[config.mk]
export PLATFORM = sky130hd
export DESIGN_NAME = fetch_controller
export DESIGN_NICKNAME = d
export VERILOG_FILES = /design/src/rtl/fetch_pkg.sv /design/src/rtl/fetch_wait_timer.sv /design/src/rtl/fetch_controller.sv
export SDC_FILE = /design/constraint.sdc
export NUM_CORES = 1
export LEC_CHECK = 0
export ABC_CLOCK_PERIOD_IN_PS = 4000
export CORE_MARGIN = 2
export CORE_UTILIZATION = 48
export DETAILED_ROUTE_END_ITERATION = 7
export GPL_TIMING_DRIVEN = 0
export PLACE_DENSITY = 0.88
export SYNTH_ARGS = -nofsm -noshare
export SYNTH_HDL_FRONTEND = slang
export SYNTH_SLANG_ARGS = --single-unit
[constraint.sdc]
create_clock -name clk -period 4 [get_ports clk]
set_clock_uncertainty 0.15 [all_clocks]
set_input_delay 0.8 -clock clk [delete_from_list [all_inputs] [get_ports clk]]
set_output_delay 0.8 -clock clk [all_outputs]
set_load 0.1 [all_outputs]
[src/rtl/fetch_pkg.sv]
// Shared definitions for the instruction fetch controller: FSM state encoding
// and the instruction size used for sequential PC advance.
package fetch_pkg;

    typedef enum logic [2:0] {
        ST_IDLE = 3'd0,
        ST_REQ  = 3'd1,
        ST_WAIT = 3'd2,
        ST_HOLD = 3'd3,
        ST_ERR  = 3'd4
    } fetch_state_t;

    localparam int INSTR_BYTES = 4;

endpackage

[src/rtl/fetch_wait_timer.sv]
// Counts cycles spent waiting for instruction read data. Flags expiry once the
// count reaches WAIT_LIMIT. The count saturates there until it is cleared.
module fetch_wait_timer #(
    parameter int WAIT_LIMIT = 255
) (
    input  logic clk,
    input  logic rst,
    input  logic i_clear,
    input  logic i_enable,
    output logic o_expire
);

    localparam int               CNT_W = (WAIT_LIMIT < 1) ? 1 : $clog2(WAIT_LIMIT + 1);
    localparam logic [CNT_W-1:0] LIMIT = CNT_W'(WAIT_LIMIT);

    logic [CNT_W-1:0] r_cnt;

    always_ff @(posedge clk or negedge rst) begin
        if (!rst) begin
            r_cnt <= '0;
        end else if (i_clear) begin
            r_cnt <= '0;
        end else if (i_enable && (r_cnt != LIMIT)) begin
            r_cnt <= r_cnt + CNT_W'(1);
        end
    end

    assign o_expire = (r_cnt == LIMIT);

endmodule

[src/rtl/fetch_controller.sv]
// Instruction fetch sequencer: one outstanding I-port request, single-word
// buffer toward decode, redirect handling and a sticky memory-timeout error.
module fetch_controller
    import fetch_pkg::*;
#(
    parameter int                    DATA_WIDTH   = 32,
    parameter logic [DATA_WIDTH-1:0] RESET_VECTOR = '0,
    parameter int                    WAIT_LIMIT   = 255
) (
    input  logic                  clk,
    input  logic                  rst,
    input  logic [DATA_WIDTH-1:0] pc,
    output logic [DATA_WIDTH-1:0] pc_next,
    output logic                  pc_stall,
    output logic                  imem_req,
    output logic [DATA_WIDTH-1:0] imem_addr,
    input  logic                  imem_gnt,
    input  logic                  imem_rvalid,
    input  logic [DATA_WIDTH-1:0] imem_rdata,
    output logic [DATA_WIDTH-1:0] instr,
    output logic                  instr_valid,
    input  logic                  pipe_stall,
    input  logic                  redirect,
    input  logic [DATA_WIDTH-1:0] redirect_pc,
    output logic                  fetch_err
);

    if (WAIT_LIMIT < 1 || RESET_VECTOR[1:0] != 2'b00) begin : g_param_check
        $error("fetch_controller: WAIT_LIMIT must be >= 1 and RESET_VECTOR word aligned");
    end

    fetch_state_t          r_state;
    logic [DATA_WIDTH-1:0] r_instr;
    logic                  r_instr_valid;
    logic                  r_fetch_err;
    logic                  r_kill;
    logic [DATA_WIDTH-1:0] r_tgt;

    logic                  w_timer_clear;
    logic                  w_timer_en;
    logic                  w_expire;
    logic                  w_pc_stall;
    logic [DATA_WIDTH-1:0] w_pc_next;
    logic [DATA_WIDTH-1:0] w_pc_inc;

    assign w_pc_inc      = pc + DATA_WIDTH'(INSTR_BYTES);
    assign w_timer_clear = (r_state == ST_REQ) && imem_gnt;
    assign w_timer_en    = (r_state == ST_WAIT) && !imem_rvalid;

    fetch_wait_timer #(
        .WAIT_LIMIT (WAIT_LIMIT)
    ) u_wait_timer (
        .clk      (clk),
        .rst      (rst),
        .i_clear  (w_timer_clear),
        .i_enable (w_timer_en),
        .o_expire (w_expire)
    );

    // PC load control: the PC only moves when a redirect lands or decode consumes a word.
    always_comb begin
        w_pc_stall = 1'b1;
        w_pc_next  = w_pc_inc;
        case (r_state)
            ST_REQ: begin
                if (redirect && !imem_gnt) begin
                    w_pc_stall = 1'b0;
                    w_pc_next  = redirect_pc;
                end
            end
            ST_WAIT: begin
                if (imem_rvalid && (r_kill || redirect)) begin
                    w_pc_stall = 1'b0;
                    w_pc_next  = redirect ? redirect_pc : r_tgt;
                end
            end
            ST_HOLD: begin
                if (redirect) begin
                    w_pc_stall = 1'b0;
                    w_pc_next  = redirect_pc;
                end else if (!pipe_stall) begin
                    w_pc_stall = 1'b0;
                end
            end
            default: begin
                w_pc_stall = 1'b1;
            end
        endcase
    end

    always_ff @(posedge clk or negedge rst) begin
        if (!rst) begin
            r_state       <= ST_IDLE;
            r_instr       <= '0;
            r_instr_valid <= 1'b0;
            r_fetch_err   <= 1'b0;
            r_kill        <= 1'b0;
            r_tgt         <= '0;
        end else begin
            case (r_state)
                ST_IDLE: begin
                    r_state <= ST_REQ;
                end
                ST_REQ: begin
                    if (imem_gnt) begin
                        r_state <= ST_WAIT;
                        // Request already accepted: its response must be dropped later.
                        if (redirect) begin
                            r_kill <= 1'b1;
                            r_tgt  <= redirect_pc;
                        end
                    end else if (redirect) begin
                        r_state <= ST_IDLE;
                    end
                end
                ST_WAIT: begin
                    if (imem_rvalid) begin
                        if (r_kill || redirect) begin
                            r_kill  <= 1'b0;
                            r_state <= ST_IDLE;
                        end else begin
                            r_instr       <= imem_rdata;
                            r_instr_valid <= 1'b1;
                            r_state       <= ST_HOLD;
                        end
                    end else begin
                        if (redirect) begin
                            r_kill <= 1'b1;
                            r_tgt  <= redirect_pc;
                        end
                        if (w_expire) begin
                            r_fetch_err <= 1'b1;
                            r_state     <= ST_ERR;
                        end
                    end
                end
                ST_HOLD: begin
                    if (redirect) begin
                        r_instr_valid <= 1'b0;
                        r_state       <= ST_IDLE;
                    end else if (!pipe_stall) begin
                        r_instr_valid <= 1'b0;
                        r_state       <= ST_REQ;
                    end
                end
                ST_ERR: begin
                    r_state <= ST_ERR;
                end
                default: begin
                    r_state <= ST_IDLE;
                end
            endcase
        end
    end

    assign pc_stall    = w_pc_stall;
    assign pc_next     = w_pc_next;
    assign imem_req    = (r_state == ST_REQ);
    assign imem_addr   = pc;
    assign instr       = r_instr;
    assign instr_valid = r_instr_valid;
    assign fetch_err   = r_fetch_err;

endmodule

Yosys cells after proc, flatten, opt, wreduce, memory -nomap -nowiden
Index checks and enable logic that the tools add are counted.
{"block": "totals", "in_bits": 102, "wordCells": 76, "out_inout_bits": 100, "ff_bits": 78}
{"block": "op_classes", "muxes": 33, "bitwise": 2, "reduce_logical": 18, "n_addsub": 2, "n_eq_ne": 14}
{"op": "32-bit two-way mux", "count": 6}
{"op": "32-bit one-hot mux with 3 select lines", "count": 1}
{"op": "32-bit one-hot mux with 2 select lines", "count": 1}
{"op": "32-bit by 3-bit adder with 32-bit output (second input constant)", "count": 1}
{"op": "3-bit two-way mux", "count": 6}
{"op": "8-bit two-way mux", "count": 2}
{"op": "3-bit one-hot mux with 5 select lines", "count": 1}
{"op": "3-bit AND reduction", "count": 5}
{"op": "1-bit two-way mux", "count": 12}
{"op": "8-bit by 1-bit adder with 8-bit output (second input constant)", "count": 1}
{"op": "8-bit == test (second input constant)", "count": 1}
{"op": "8-bit != test (second input constant)", "count": 1}
{"op": "3-bit by 2-bit == test with 1-bit output (second input constant)", "count": 2}
{"op": "2-bit != test (second input constant)", "count": 3}
{"op": "3-bit by 2-bit != test with 1-bit output (second input constant)", "count": 2}
{"op": "2-bit nonzero test", "count": 3}
{"op": "1-bit logical AND", "count": 5}
{"op": "1-bit one-hot mux with 2 select lines", "count": 2}
{"op": "4-bit AND reduction", "count": 1}
{"op": "3-bit by 1-bit == test with 1-bit output (second input constant)", "count": 1}
{"op": "3-bit == test (second input constant)", "count": 1}
{"op": "3-bit logical NOT", "count": 1}
{"op": "3-bit by 1-bit != test with 1-bit output (second input constant)", "count": 1}
{"op": "3-bit != test (second input constant)", "count": 1}
{"op": "6 further kinds", "count": 8}

Depth between registers and ports, before layout
Gate-level depths: netlist of run 1.
{"block": "depth", "depth_word": 5, "ltp_mapped": 9, "mapped_depth_nobuf": 8}

Cells and area by module
From an unflattened synthesis of run 1, not the netlist that was laid out.
{"block": "unflattened", "cells_unflattened": 487, "hier_area_um2": 4893.4}
{"mod": "fetch_controller", "seq_area_each_um2": 1751.7, "instances": 1, "cells_per_inst": 440, "area_per_inst_um2": 4419.2}
{"mod": "fetch_wait_timer", "seq_area_each_um2": 200.2, "instances": 1, "cells_per_inst": 47, "area_per_inst_um2": 474.2}

Worst setup path after synthesis of run 1
No wires, ideal clock.
{"block": "synth_timing", "path_kind": "input -> output", "start": "input pc[2]", "end": "output pc_next[26]", "stages": 7, "t_required_ns": 3.050, "setup_slack_ns": -1.004, "t_arrival_ns": 4.054, "cell_sequence": "ha_1 > nand3_1 > nor3_2 > and2_1 > nand2_1 > xor2_1 > a21boi_0"}
{"block": "synth_between", "elab_chain_cells": 3, "elab_cells_between_ends": 5, "classes_between": "add/sub (1); mux (4)"}
{"element": "from (decl)", "line_no": "fetch_controller.sv:12", "rtl": "input logic [DATA_WIDTH-1:0] pc,"}
{"element": "32-bit by 3-bit adder with 32-bit output *", "line_no": "fetch_controller.sv:46", "rtl": "assign w_pc_inc = pc + DATA_WIDTH'(INSTR_BYTES);"}
{"element": "32-bit two-way mux, on equally long branches", "line_no": "fetch_controller.sv:78, fetch_controller.sv:66, fetch_controller.sv:72"}
{"element": "32-bit one-hot mux with 3 select lines *", "line_no": "fetch_controller.sv:64", "rtl": "case (r_state)"}
{"element": "to (decl)", "line_no": "fetch_controller.sv:13", "rtl": "output logic [DATA_WIDTH-1:0] pc_next,"}
Every way passes the cells marked *; elsewhere a longest branch is shown, timed or not.

Worst setup path after layout of run 1
{"block": "layout_timing", "start": "input imem_gnt", "end": "output pc_next[7]"}
{"block": "layout_between", "elab_chain_cells": 4}
{"element": "from (decl)", "line_no": "fetch_controller.sv:17", "rtl": "input logic imem_gnt,"}
{"element": "1-bit logical NOT", "line_no": "fetch_controller.sv:66", "rtl": "if (redirect && !imem_gnt) begin"}
{"element": "1-bit logical AND", "line_no": "fetch_controller.sv:66"}
{"element": "32-bit two-way mux", "line_no": "fetch_controller.sv:66"}
{"element": "32-bit one-hot mux with 3 select lines", "line_no": "fetch_controller.sv:64"}
Every way passes these cells.

==> impl_metrics.ini, run 1 <==
[layout]
layout-drive-gt1-share = 0.279
design_area_sq_um = 7530
final_util = 0.736
nets = 834
fill_cells = 735
finalNonFillerCells = 871
diodes = 0
areaGrowthSynthToFinish_pct = 50.6

[critical_path]
worstSetupEndpoint = pc_next[7]
required_ns = 3.05
cp-end-kind = output pin
crit_path_start = imem_gnt
crit_fanout = 10
worstReg2RegStart = r_state[0]
ff2ff_setup_slack_ns = 1.60
r2r.worst_path.cells = 7
critPathArrivalTime_ns = 2.96
crit_type = in2out
start_kind = input pin
reg2reg_to = r_tgt[26]

[clock_network]
clk_pin_slew_ns = 0.09
hold_buffers = 0
cts_buffers = 9
clk_latency_ns = 0.36
cts_buffer_depth = 2
tritoncts = done
htree_levels = 3
cts_sinks = 78
cts-root-buf = clkbuf_8

[pwr]
power_mw = 6.73
pwr-share-comb = 0.713
p_per_area_nw_per_um2 = 894
ir_worst_vdd_v = 0.000777
switching_share = 0.599
leakage_nw = 3.23
intPower_mw = 2.69
seq_power_share = 0.196
pwr-share-clk = 0.091
netSwitchingPower_mw = 4.03

[synth]
ys_ff_latch = 78
synthCells = 510
yosysWarningCount = 0
synth_ff_type = dfrtp_1
synth_edf_count = 0
synth_area_sq_um = 5000
synth.avg_cell_area_sq_um = 9.80
netlist-cell-type-count = 56
synth_nets = 614
synth_top_area_frac = 0.391
ys_seq_area_frac = 0.391
ys_top_cells_by_area = dfrtp_1, mux2_2, buf_4, o21ai_0, a221o_1
async_flop_share = 1.00
synthTopCellsByCount = dfrtp_1, mux2_2, o21ai_0
yosysMostFrequentCell = dfrtp_1
synth_area_leader_cell = dfrtp_1

[timing]
setup_viol = 0
fin_ws_ns = 0.0909
worstMarginPinSlew_ns = 1.01
slew_headroom = 0.322
setup_tns_ns = 0
finalCritPeriodShare = 0.977
finalCriticalPeriod_ns = 3.91
maxSlewViolCount = 0
fmax_ghz = 0.256
hold_viol = 0
hold_ws_ns = 0.140
rsz0062_at_grt = no

[floorplan]
dieArea_sq_um = 11200
fp.dieW_microns = 106
ioPinCount = 202
die_h_microns = 106
row_count = 37
coreArea_sq_um = 10200
initial_core_util = 0.488

[global_routing]
antenna_found_initial = 0
grt_overflow_total = 0
grt_usage = 0.291
grt_pass1_vias = 5194
grt_pass1_wl_microns = 25900
grt_max_degree = 65

[drt]
drc_errors = 0
wl_per_cell_microns = 18.7
ant_nets = 0
routed_wl_microns = 16300
drtIter0Drc = 432
drtPass1Iterations = 6
vias_per_cell = 5.78
vias = 5038

[place]
placed_cells = 847
dp_slack_ns = -1.26
gp_congestion = 0.960
portBuffers = 200
hpwl_microns = 12200
dpl_cell_area_sq_um = 7260

[worst_hold_path]
hold_class = in2async

[run_status]
outcome = completed

[run]
drv_cap = 0
[power by group through the flow]
stage          logic (mW)  registers, mW  clock network, mW
2_1_floorplan        2.50           2.42                  0
3_3_place_gp         4.68           1.30                  0
3_5_place_dp         4.74           1.33                  0
4_1_cts              4.74           1.31              0.622
5_1_grt              4.95           1.36              0.651
6_report             4.79           1.32              0.613
[layout make-up]
type / instances / area (sq um) / share of cell area
multi-input cells: 369 / 2810 / 0.373
repair buffers: 209 / 2010 / 0.267
flip-flops and latches: 78 / 1950 / 0.259
plain buffers: 56 / 357 / 0.0474
well taps: 136 / 170 / 0.0226
clock buffers: 9 / 124 / 0.0165
clock inverters: 7 / 81.3 / 0.0108
inverters: 7 / 26.3 / 0.00349
[logic make-up after synthesis]
logic type | after synthesis | share of synthesized area
simple gates | 136 | 0.146
compound gates | 130 | 0.173
flops | 78 | 0.391
mux | 69 | 0.154
buf+inv | 63 | 0.0749
xor+xnor | 32 | 0.0561
fa+ha+maj | 2 | 0.00501
[worst min-delay path by stage]
stage / end / slack, ns
after floorplan: r_tgt[23] / 0.32
after global placement: fetch_err / 0.30
after detailed placement: fetch_err / 0.30
after CTS: instr[30] / 0.13
after global routing: instr[30] / 0.14
final: instr[30] / 0.14
[what timing repair did]
item                       in CTS  in global routing
setup endpoints to repair      33                 31
gates resized for setup       214                 24
buffers inserted                5                  3
pin swaps                       4                  4
[sequential cells by signal, summed over array words and instances (netlist names)]
name	flops
fetch_err	1
instr	32
instr_valid	1
r_kill	1
r_state	3
r_tgt	32
u_wait_timer.r_cnt	8
[cells in the final DEF (no fill, tap or decap), types with 4 or more instances in the layout]
master / instances
nand2_1: 23
nand4_1: 17
nor3_4: 4
clkbuf_1: 12
xor2_1: 15
clkdlybuf4s50_1: 149
clkbuf_2: 7
nor2_1: 31
a21boi_0: 4
xnor2_1: 16
inv_1: 5
and3_1: 8
dlymetal6s2s_1: 7
mux2_2: 65
dlygate4sd2_1: 7
nor2b_1: 5
dfrtp_1: 78
a221o_1: 18
mux2i_1: 4
buf_4: 57
a21oi_1: 25
o21a_1: 5
buf_6: 8
a22oi_1: 8
clkbuf_8: 9
and2_1: 4
nand3_1: 10
o21ai_0: 35
nand2b_1: 8
a31oi_1: 5
buf_2: 14
o21ai_2: 7
[routing by layer]
layer,share of wire,vias to the layer above,track usage
met4,0.030,0,0.133
met2,0.49,303,0.493
met1,0.39,2411,0.350
li1,-,2282,-
met5,0,-,0
met3,0.091,42,0.0717
[critical path, cell delays in order]
cell and delay [ns]:
clkdlybuf4s50_1 0.54, nand2b_1 0.22, a21oi_2 0.32, clkbuf_2 0.37, a22oi_1 0.16, o21ai_2 0.10, buf_2 0.45
Note: power is estimated with default switching activity, not from simulation.
==> run 2, diff against run 1 <==
--- a/config.mk
+++ b/config.mk
@@ -6,7 +6,7 @@
 export NUM_CORES = 1
 export LEC_CHECK = 0
 export ABC_CLOCK_PERIOD_IN_PS = 4000
-export CORE_MARGIN = 2
+export CORE_MARGIN = 5
 export CORE_UTILIZATION = 48
 export DETAILED_ROUTE_END_ITERATION = 7
 export GPL_TIMING_DRIVEN = 0
==> run 2 against run 1 <==
  * Non-clock buffer count did not move
  * Sequential cell count stayed put
  * Wire length up 4.3%
  * Hold slack gained 0.050 ns
  * Register-to-register slack lost 0.02 ns
  * Critical path depth rose by 1
  * Power decreased by 0.15%
  * Global-route usage decreased by 2.7 points
  * Sequential share of layout area down 0.12 points
  * Setup slack better by 0.0090 ns
==> impl_metrics.ini, run 2 (same netlist as run 1, synthesis figures left out) <==
[global_routing]
grt_max_degree = 58
grt_overflow_total = 0
grt_pass1_vias = 5164
antenna_found_initial = 0
grt_usage = 0.264
grt_pass1_wl_microns = 26800

[layout]
layout-drive-gt1-share = 0.281
final_cell_mix = clkdlybuf4s50_1, dfrtp_1, buf_4, mux2_2, o21ai_0
design_area_sq_um = 7560
nets = 835
fill_cells = 721
diodes = 0
areaGrowthSynthToFinish_pct = 51.3
finalNonFillerCells = 872
layout_commonest_cell = clkdlybuf4s50_1

[run_status]
outcome = completed

[critical_path]
cp_slowest_cell = or3_1
crit_fanout = 5
critPathBufInv = 2
crit_path_cell_trace = clkdlybuf4s15_1 -> nand4_1 -> or2_4 -> nor4_4 -> xnor2_1 -> or3_1 -> a32oi_2 -> buf_6
crit_type = in2out
start_kind = input pin
critPathArrivalTime_ns = 2.95
cp_slowest_stage_delay_ns = 0.35
crit_family = simple AND/OR/NAND/NOR gates
cp-end-kind = output pin
required_ns = 3.05

[place]
portBuffers = 200
dp_slack_ns = -1.30
dpl_cell_area_sq_um = 7260
gp_congestion = 0.907
placed_cells = 847
hpwl_microns = 13000

[drt]
ant_nets = 0
drc_errors = 0
routed_wl_microns = 17000
vias_per_cell = 5.71
drtPass1Iterations = 8
wl_per_cell_microns = 19.5
drtIter0Drc = 476
vias = 4983

[pwr]
power_mw = 6.71
p_per_area_nw_per_um2 = 888
leakage_nw = 3.23
ir_worst_vdd_v = 0.000779

[clock_network]
cts_sinks = 78
cts_buffers = 9
cts-root-buf = clkbuf_8
tritoncts = done
clk_pin_slew_ns = 0.09
hold_buffers = 0
cts_buffer_depth = 2
htree_levels = 3
clk_latency_ns = 0.35

[timing]
maxSlewViolCount = 0
finalCriticalPeriod_ns = 3.90
finalCritPeriodShare = 0.975
rsz0062_at_grt = no
hold_viol = 0
setup_viol = 0
slew_headroom = 0.319
fin_ws_ns = 0.100
fmax_ghz = 0.256
worstMarginPinSlew_ns = 1.02
setup_tns_ns = 0

[floorplan]
initial_core_util = 0.488
fp.dieW_microns = 112
row_count = 37
die_h_microns = 112
coreArea_sq_um = 10200
ioPinCount = 202
dieArea_sq_um = 12600

[run]
drv_cap = 0

[worst_hold_path]
hold_class = in2async
run 2: cell types whose count changed in the layout (fill, tap and decap cells not counted), moves of 2 or more:
| cell | before | now |
|---|---|---|
| buf_4 | 57 | 65 |
| nand2_2 | 2 | 0 |
| clkbuf_1 | 12 | 10 |
| dlygate4sd2_1 | 7 | 10 |
| clkinvlp_4 | 3 | 1 |
| nand2_1 | 23 | 25 |
| buf_6 | 8 | 6 |
| buf_2 | 14 | 8 |
| nor2_2 | 3 | 1 |
| dlymetal6s2s_1 | 7 | 4 |
| clkinv_4 | 1 | 3 |
run 2: repair_timing:
action	in CTS	in global routing
buffers inserted	5	4
setup endpoints to repair	33	30
gates cloned	1	0
pin swaps	9	2
resized for setup	222	19
run 2: report_power, final:
part / switching (mW) / leakage [nW] / internal (mW)
sequential: 0.190 / 0.983 / 1.13
combinational: 3.52 / 2.14 / 1.26
clock: 0.311 / 0.107 / 0.310
total: 4.02 / 3.23 / 2.70
run 2: path summary, 6_finish.rpt:
check	start	to	slack, ns	cells after the start
min reg2reg	fetch_err	fetch_err	0.32	1
max	pc[2]	pc_next[19]	0.1	8
min in group clk	fetch_err	fetch_err	0.32	1
max in group asynchronous	rst	r_tgt[7]	2.93	2
min	rst	r_tgt[24]	0.19	1
max reg2reg	r_state[1]	u_wait_timer.r_cnt[5]	1.58	8
run 2: final cells by class:
cell class                 count  area [sq um]  area share
buffer                        55           354      0.0468
clock buffer                  10           138      0.0182
clock inverter                 6          70.1     0.00927
inverter                       7          30.0     0.00397
multi-input combinational    370          2830       0.374
sequential                    78          1950       0.258
tap                          136           170      0.0225
timing repair buffer         210          2020       0.267
run 2: per-stage QoR:
stage          hold slack, ns   util
2_1_floorplan           0.321      -
3_3_place_gp            0.298  0.707
3_5_place_dp            0.303  0.710
4_1_cts                 0.196  0.731
5_1_grt                 0.194  0.739
6_report                0.190  0.739
run 2: metal layers:
layer / GRT usage / routed length (microns) / vias to the layer above
met5: 0 / 0 / -
met4: 0.112 / 604 / 0
met3: 0.0782 / 1700 / 51
met2: 0.442 / 8260 / 261
met1: 0.317 / 6400 / 2379
li1: - / - / 2292
==> run 3, diff against run 2 <==
--- a/config.mk
+++ b/config.mk
@@ -11,6 +11,7 @@
 export DETAILED_ROUTE_END_ITERATION = 7
 export GPL_TIMING_DRIVEN = 0
 export PLACE_DENSITY = 0.88
+export SLEW_MARGIN = 20
 export SYNTH_ARGS = -nofsm -noshare
 export SYNTH_HDL_FRONTEND = slang
 export SYNTH_SLANG_ARGS = --single-unit
==> results of run 3 <==
Same layout as run 2: the final DEF is identical, and so are final timing and power.
